**src/rtl/pulse_train_gen_pkg.sv**
```systemverilog
// Shared definitions for the pulse train generator: default field widths
// and the FSM state encoding.
package pulse_train_gen_pkg;

    localparam int unsigned WIDTH_W_DEF = 8;
    localparam int unsigned CNT_W_DEF   = 4;

    typedef enum logic [1:0] {
        ST_IDLE = 2'd0,
        ST_HIGH = 2'd1,
        ST_LOW  = 2'd2,
        ST_DONE = 2'd3
    } state_t;

endpackage

```
**src/rtl/phase_counter.sv**
```systemverilog
// Loadable, non-wrapping down-counter with a terminal-count flag.
//   clk, rst     : clock, asynchronous active-high reset
//   load         : load load_val (takes priority over dec)
//   load_val     : value to load
//   dec          : decrement by one; holds at zero
//   last_c       : combinational flag, count is at its final step (<= 1)
module phase_counter #(
    parameter int unsigned W = 8
) (
    input  logic         clk,
    input  logic         rst,
    input  logic         load,
    input  logic [W-1:0] load_val,
    input  logic         dec,
    output logic         last_c
);

    logic [W-1:0] count;

    // Down-count; saturates at zero instead of wrapping.
    always_ff @(posedge clk or posedge rst) begin
        if (rst) begin
            count <= '0;
        end else if (load) begin
            count <= load_val;
        end else if (dec && (count != '0)) begin
            count <= count - W'(1);
        end
    end

    assign last_c = (count <= W'(1));

endmodule

```
**src/rtl/pulse_train_gen.sv**
```systemverilog
// Generates a train of n_pulses pulses, each width clocks high separated by
// gap clocks low, followed by a one-cycle done strobe.
//   clk, rst  : clock, asynchronous active-high reset
//   start     : request a train (accepted only in IDLE, abort has priority)
//   abort     : terminate any train in progress
//   width     : high time per pulse in clocks (0 treated as 1)
//   gap       : low time between pulses in clocks (0 treated as 1)
//   n_pulses  : number of pulses (0 gives an immediate done)
//   pulse     : registered pulse train
//   busy      : registered, high while a train is in progress
//   done      : registered one-cycle strobe on normal completion
module pulse_train_gen
    import pulse_train_gen_pkg::*;
#(
    parameter int unsigned WIDTH_W = WIDTH_W_DEF,
    parameter int unsigned CNT_W   = CNT_W_DEF
) (
    input  logic               clk,
    input  logic               rst,
    input  logic               start,
    input  logic               abort,
    input  logic [WIDTH_W-1:0] width,
    input  logic [WIDTH_W-1:0] gap,
    input  logic [CNT_W-1:0]   n_pulses,
    output logic               pulse,
    output logic               busy,
    output logic               done
);

    state_t             state;
    logic [WIDTH_W-1:0] width_lat;
    logic [WIDTH_W-1:0] gap_lat;

    logic               start_ok_c;
    logic [WIDTH_W-1:0] width_eff_c;
    logic [WIDTH_W-1:0] gap_eff_c;

    logic               ph_load_c;
    logic [WIDTH_W-1:0] ph_val_c;
    logic               ph_dec_c;
    logic               ph_last_c;
    logic               pc_load_c;
    logic               pc_dec_c;
    logic               pc_last_c;

    assign start_ok_c  = (state == ST_IDLE) && start && !abort;
    assign width_eff_c = (width == '0) ? WIDTH_W'(1) : width;
    assign gap_eff_c   = (gap == '0) ? WIDTH_W'(1) : gap;

    // Counter control: load the phase timer on each phase entry, otherwise
    // tick it; the pulse counter ticks once at the end of every high phase.
    always_comb begin
        ph_load_c = 1'b0;
        ph_val_c  = width_lat;
        ph_dec_c  = 1'b0;
        pc_load_c = 1'b0;
        pc_dec_c  = 1'b0;
        if (start_ok_c) begin
            ph_load_c = 1'b1;
            ph_val_c  = width_eff_c;
            pc_load_c = 1'b1;
        end else if (!abort) begin
            case (state)
                ST_HIGH: begin
                    if (ph_last_c) begin
                        pc_dec_c = 1'b1;
                        if (!pc_last_c) begin
                            ph_load_c = 1'b1;
                            ph_val_c  = gap_lat;
                        end
                    end else begin
                        ph_dec_c = 1'b1;
                    end
                end
                ST_LOW: begin
                    if (ph_last_c) begin
                        ph_load_c = 1'b1;
                        ph_val_c  = width_lat;
                    end else begin
                        ph_dec_c = 1'b1;
                    end
                end
                default: ;
            endcase
        end
    end

    phase_counter #(.W(WIDTH_W)) u_phase_timer (
        .clk      (clk),
        .rst      (rst),
        .load     (ph_load_c),
        .load_val (ph_val_c),
        .dec      (ph_dec_c),
        .last_c   (ph_last_c)
    );

    phase_counter #(.W(CNT_W)) u_pulse_counter (
        .clk      (clk),
        .rst      (rst),
        .load     (pc_load_c),
        .load_val (n_pulses),
        .dec      (pc_dec_c),
        .last_c   (pc_last_c)
    );

    // Train sequencer; outputs are registered alongside the state.
    always_ff @(posedge clk or posedge rst) begin
        if (rst) begin
            state     <= ST_IDLE;
            pulse     <= 1'b0;
            busy      <= 1'b0;
            done      <= 1'b0;
            width_lat <= '0;
            gap_lat   <= '0;
        end else if (abort) begin
            state <= ST_IDLE;
            pulse <= 1'b0;
            busy  <= 1'b0;
            done  <= 1'b0;
        end else begin
            case (state)
                ST_IDLE: begin
                    done <= 1'b0;
                    if (start) begin
                        width_lat <= width_eff_c;
                        gap_lat   <= gap_eff_c;
                        if (n_pulses == '0) begin
                            state <= ST_DONE;
                            pulse <= 1'b0;
                            busy  <= 1'b0;
                            done  <= 1'b1;
                        end else begin
                            state <= ST_HIGH;
                            pulse <= 1'b1;
                            busy  <= 1'b1;
                        end
                    end
                end
                ST_HIGH: begin
                    if (ph_last_c) begin
                        pulse <= 1'b0;
                        if (pc_last_c) begin
                            // Last pulse: no trailing gap.
                            state <= ST_DONE;
                            busy  <= 1'b0;
                            done  <= 1'b1;
                        end else begin
                            state <= ST_LOW;
                            busy  <= 1'b1;
                        end
                    end
                end
                ST_LOW: begin
                    if (ph_last_c) begin
                        state <= ST_HIGH;
                        pulse <= 1'b1;
                        busy  <= 1'b1;
                    end
                end
                ST_DONE: begin
                    state <= ST_IDLE;
                    pulse <= 1'b0;
                    busy  <= 1'b0;
                    done  <= 1'b0;
                end
                default: begin
                    state <= ST_IDLE;
                    pulse <= 1'b0;
                    busy  <= 1'b0;
                    done  <= 1'b0;
                end
            endcase
        end
    end

endmodule

```
**config.mk**
```make
export PLATFORM = sky130hd
export DESIGN_NAME = pulse_train_gen
export DESIGN_NICKNAME = d
export VERILOG_FILES = /design/src/rtl/pulse_train_gen_pkg.sv /design/src/rtl/phase_counter.sv /design/src/rtl/pulse_train_gen.sv
export SDC_FILE = /design/constraint.sdc
export NUM_CORES = 1
export LEC_CHECK = 0
export BUFFER_PORTS_ARGS = -buffer_cell sky130_fd_sc_hd__buf_4
export CAP_MARGIN = 15
export CELL_PAD_IN_SITES_DETAIL_PLACEMENT = 0
export CELL_PAD_IN_SITES_GLOBAL_PLACEMENT = 2
export CORE_UTILIZATION = 35
export CTS_CLUSTER_SIZE = 25
export DETAILED_ROUTE_END_ITERATION = 8
export PLACE_DENSITY = 0.89
export RECOVER_POWER = 50
export SYNTH_ARGS = -nofsm -noshare
export SYNTH_HDL_FRONTEND = slang
export SYNTH_SLANG_ARGS = --single-unit
```
**constraint.sdc**
```tcl
create_clock -name clk -period 2.25 [get_ports clk]
set_input_delay 0.45 -clock clk [delete_from_list [all_inputs] [get_ports clk]]
set_output_delay 0.45 -clock clk [all_outputs]
set_load 0.02 [all_outputs]
```
==> flow_metrics.tcl <==
set metrics [dict create \
    p_leak_nw 1.132 \
    synth_compound_area_frac 0.1785 \
    rsz0062_at_grt "no" \
    synthAdderAreaFrac 0.06112 \
    yosys-top-cells-count "nand2_1, dfrtp_1, nor2_1" \
    drc_errors 0 \
    intPower_mw 1.764 \
    switching_power_mw 1.218 \
    dr_total_vias 1736 \
    synth_edf_count 0 \
    synth.distinct_cells 47 \
    clock_skew_ns 0.009235 \
    cts-root-buf "clkbuf_8" \
    synth_xor_area_frac 0.02995 \
    num_rows 27 \
    vdd_ir_drop_max_mv 0.4196 \
    grt_pass1_wl_um 8342 \
    synth.cell_area_um2 2047 \
    cp_data_arrival_time_ns 2.23 \
    core_um2 5574 \
    cts_hold_buf 0 \
    hold_path.class "in -> reg" \
    synth_top_area_frac 0.4034 \
    seq_power_share 0.374 \
    wl_per_cell_um 14.36 \
    routed_wl_um 4854 \
    place_hpwl_um 3640 \
    start_util 0.3672 \
    h-tree-depth 2 \
    synthCells 230 \
    clk_path_buf_depth 2 \
    synth_area_leader_cell "dfrtp_1" \
    synth-simple-area-share 0.2586 \
    antenna_found_initial 0 \
    gr-total-overflow 0 \
    synth_top_family_by_area "simple AND/OR/NAND/NOR gates" \
    status "completed" \
    dieArea_um2 6158 \
    cts_buffers 5 \
    routed_via_density 5.136 \
    die_y_um 78.48 \
    final_util 0.4409 \
    syn_to_final_growth_pct 20.05 \
    synth_area_per_cell_um2 8.900 \
    grt_usage 0.1753 \
    portBuffers 26 \
    synth.area.top_cells "dfrtp_1, nand2_1, ha_1, a21oi_1, nand3_1" \
    path_max_fanout 4 \
    drtAntennaViolNets 0 \
    cts_tree "yes" \
    r2r_slack_ns 0.20 \
    criticalPathCategory "reg -> reg" \
    clock_latency_ns 0.28 \
    combPwrFrac 0.475 \
    io_pins 27 \
    finalHoldViolCount 0 \
    synthFlopType "dfrtp_1" \
    diodes 0 \
    synthMuxAreaShare 0.02567 \
    fmax_mhz 487.5 \
    firstDrtPassIters 4 \
    grt_pass1_vias 1680 \
    setup_violations 0 \
    p_clk_frac 0.152 \
    crit_path_end_kind "flip-flop" \
    worstPathRequired_ns 2.42 \
    startpoint_type "flip-flop" \
    cts_setup_buffers 0 \
    ys_ff_latch 33 \
    grt_max_degree 34 \
    p_per_area_nw_per_um2 1213 \
    final_max_slew_viol_count 0 \
    slew_headroom 0.4306 \
    drt_iter0_drc 83 \
    finalSetupTns_ns 0 \
    yosysSeqAreaShare 0.4034 \
    maxCapViolCount 0 \
    clk_pin_slew_ns 0.07 \
    yosys.cell_count.top_type "nand2_1" \
    final.min_clock_period_ns 2.051 \
    drive_gt1_frac 0.2180 \
    die_w_um 78.48 \
    yosysWarnings 0 \
    tightestPinTransition_ns 0.8541 \
    gp_congestion 0.7811 \
    finalCritPeriodShare 0.9118 \
    cts-resized-gates 0 \
    final_nets 300 \
    clock_sinks 33 \
    swShare 0.4086 \
    async_flop_share 1.000 \
    synth_fp_nets 264 \
]
-- critical path, stage by stage (launching register included) --
cell and delay, ns:
dfrtp_1 0.38, inv_1 0.09, ha_1 0.21, or2_2 0.31, a21boi_1 0.30, o2111ai_2 0.18, nand2_2 0.14, mux2_2 0.34
-- sequential cells by signal (all words and copies together), names as in the netlist --
register               flops
u_phase_timer.count        8
u_pulse_counter.count      4
width_lat                  8
busy                       1
state                      2
gap_lat                    8
pulse                      1
done                       1
-- metrics by stage --
stage	worst slack, ns	area [µm²]	instances	hold slack [ns]	total power [mW]
after floorplan	0.2366	2047	230	0.4374	2.129
after global placement	0.2409	2377	331	0.4576	2.525
after detailed placement	0.1902	2377	331	0.4643	2.541
after CTS	0.1817	2464	338	0.2750	3.008
after global routing	0.08022	2457	338	0.3691	3.243
final	0.1986	2457	338	0.3679	2.982
-- cells in the final DEF (no fill, tap or decap), types with 4 or more instances in the layout --
cell      count
nand3_1      10
nor4_1        4
clkbuf_8      6
and3_1        7
o21a_1        4
a21oi_1      11
xnor2_1       5
nand2_1      51
nor3_1        6
dfrtp_1      33
inv_1        10
nand2b_1      4
o22ai_1       4
o21ai_0       6
ha_1         10
a211oi_1      6
nor2_1       13
buf_4        33
-- power by group through the flow --
stage,clock network [mW],logic [mW],registers (mW)
5_1_grt,0.504,1.59,1.15
4_1_cts,0.462,1.43,1.12
2_1_floorplan,0,1.05,1.08
3_5_place_dp,0,1.42,1.12
6_report,0.452,1.41,1.11
3_3_place_gp,0,1.41,1.11
-- metal layers --
layer | up-vias | track usage | part of all wire
li1 | 876 | - | -
met4 | 0 | 0.05556 | 0.010
met3 | 5 | 0.03372 | 0.036
met1 | 823 | 0.2413 | 0.49
met5 | - | 0 | 0
met2 | 32 | 0.2754 | 0.46
-- logic make-up after synthesis --
family                     after synthesis
adders and majority gates               10
AOI/OAI and AO/OA                       49
buffers and inverters                   18
xor gates and xnor gates                 7
DFF                                     33
and+or+nand+nor                        108
muxes                                    5
-- final cells by class --
cell class,instances,area (µm²)
Clock buffer,7,86.33
Fill cell,587,3117
Inverter,10,37.54
Multi-Input combinational cell,179,1134
Sequential cell,33,825.8
Tap cell,72,90.09
Timing Repair Buffer,37,284.0
-- worst paths after layout --
| kind | start | to | depth (start not counted) |
|---|---|---|---|
| worst min-delay path | abort | busy$_DFFE_PP0P_ | 2 |
| max in group asynchronous | rst | width_lat[2]$_DFFE_PP0P_ | 3 |
| worst max register to register | u_pulse_counter.count[0]$_DFFE_PP0P_ | u_phase_timer.count[0]$_DFFE_PP0P_ | 7 |
| worst max-delay path | u_pulse_counter.count[0]$_DFFE_PP0P_ | u_phase_timer.count[0]$_DFFE_PP0P_ | 7 |
| worst min register to register | gap_lat[4]$_DFFE_PP0P_ | gap_lat[4]$_DFFE_PP0P_ | 2 |
| min in group asynchronous | rst | pulse$_DFFE_PP0P_ | 3 |
No activity file was read; power rests on OpenSTA's default activity.
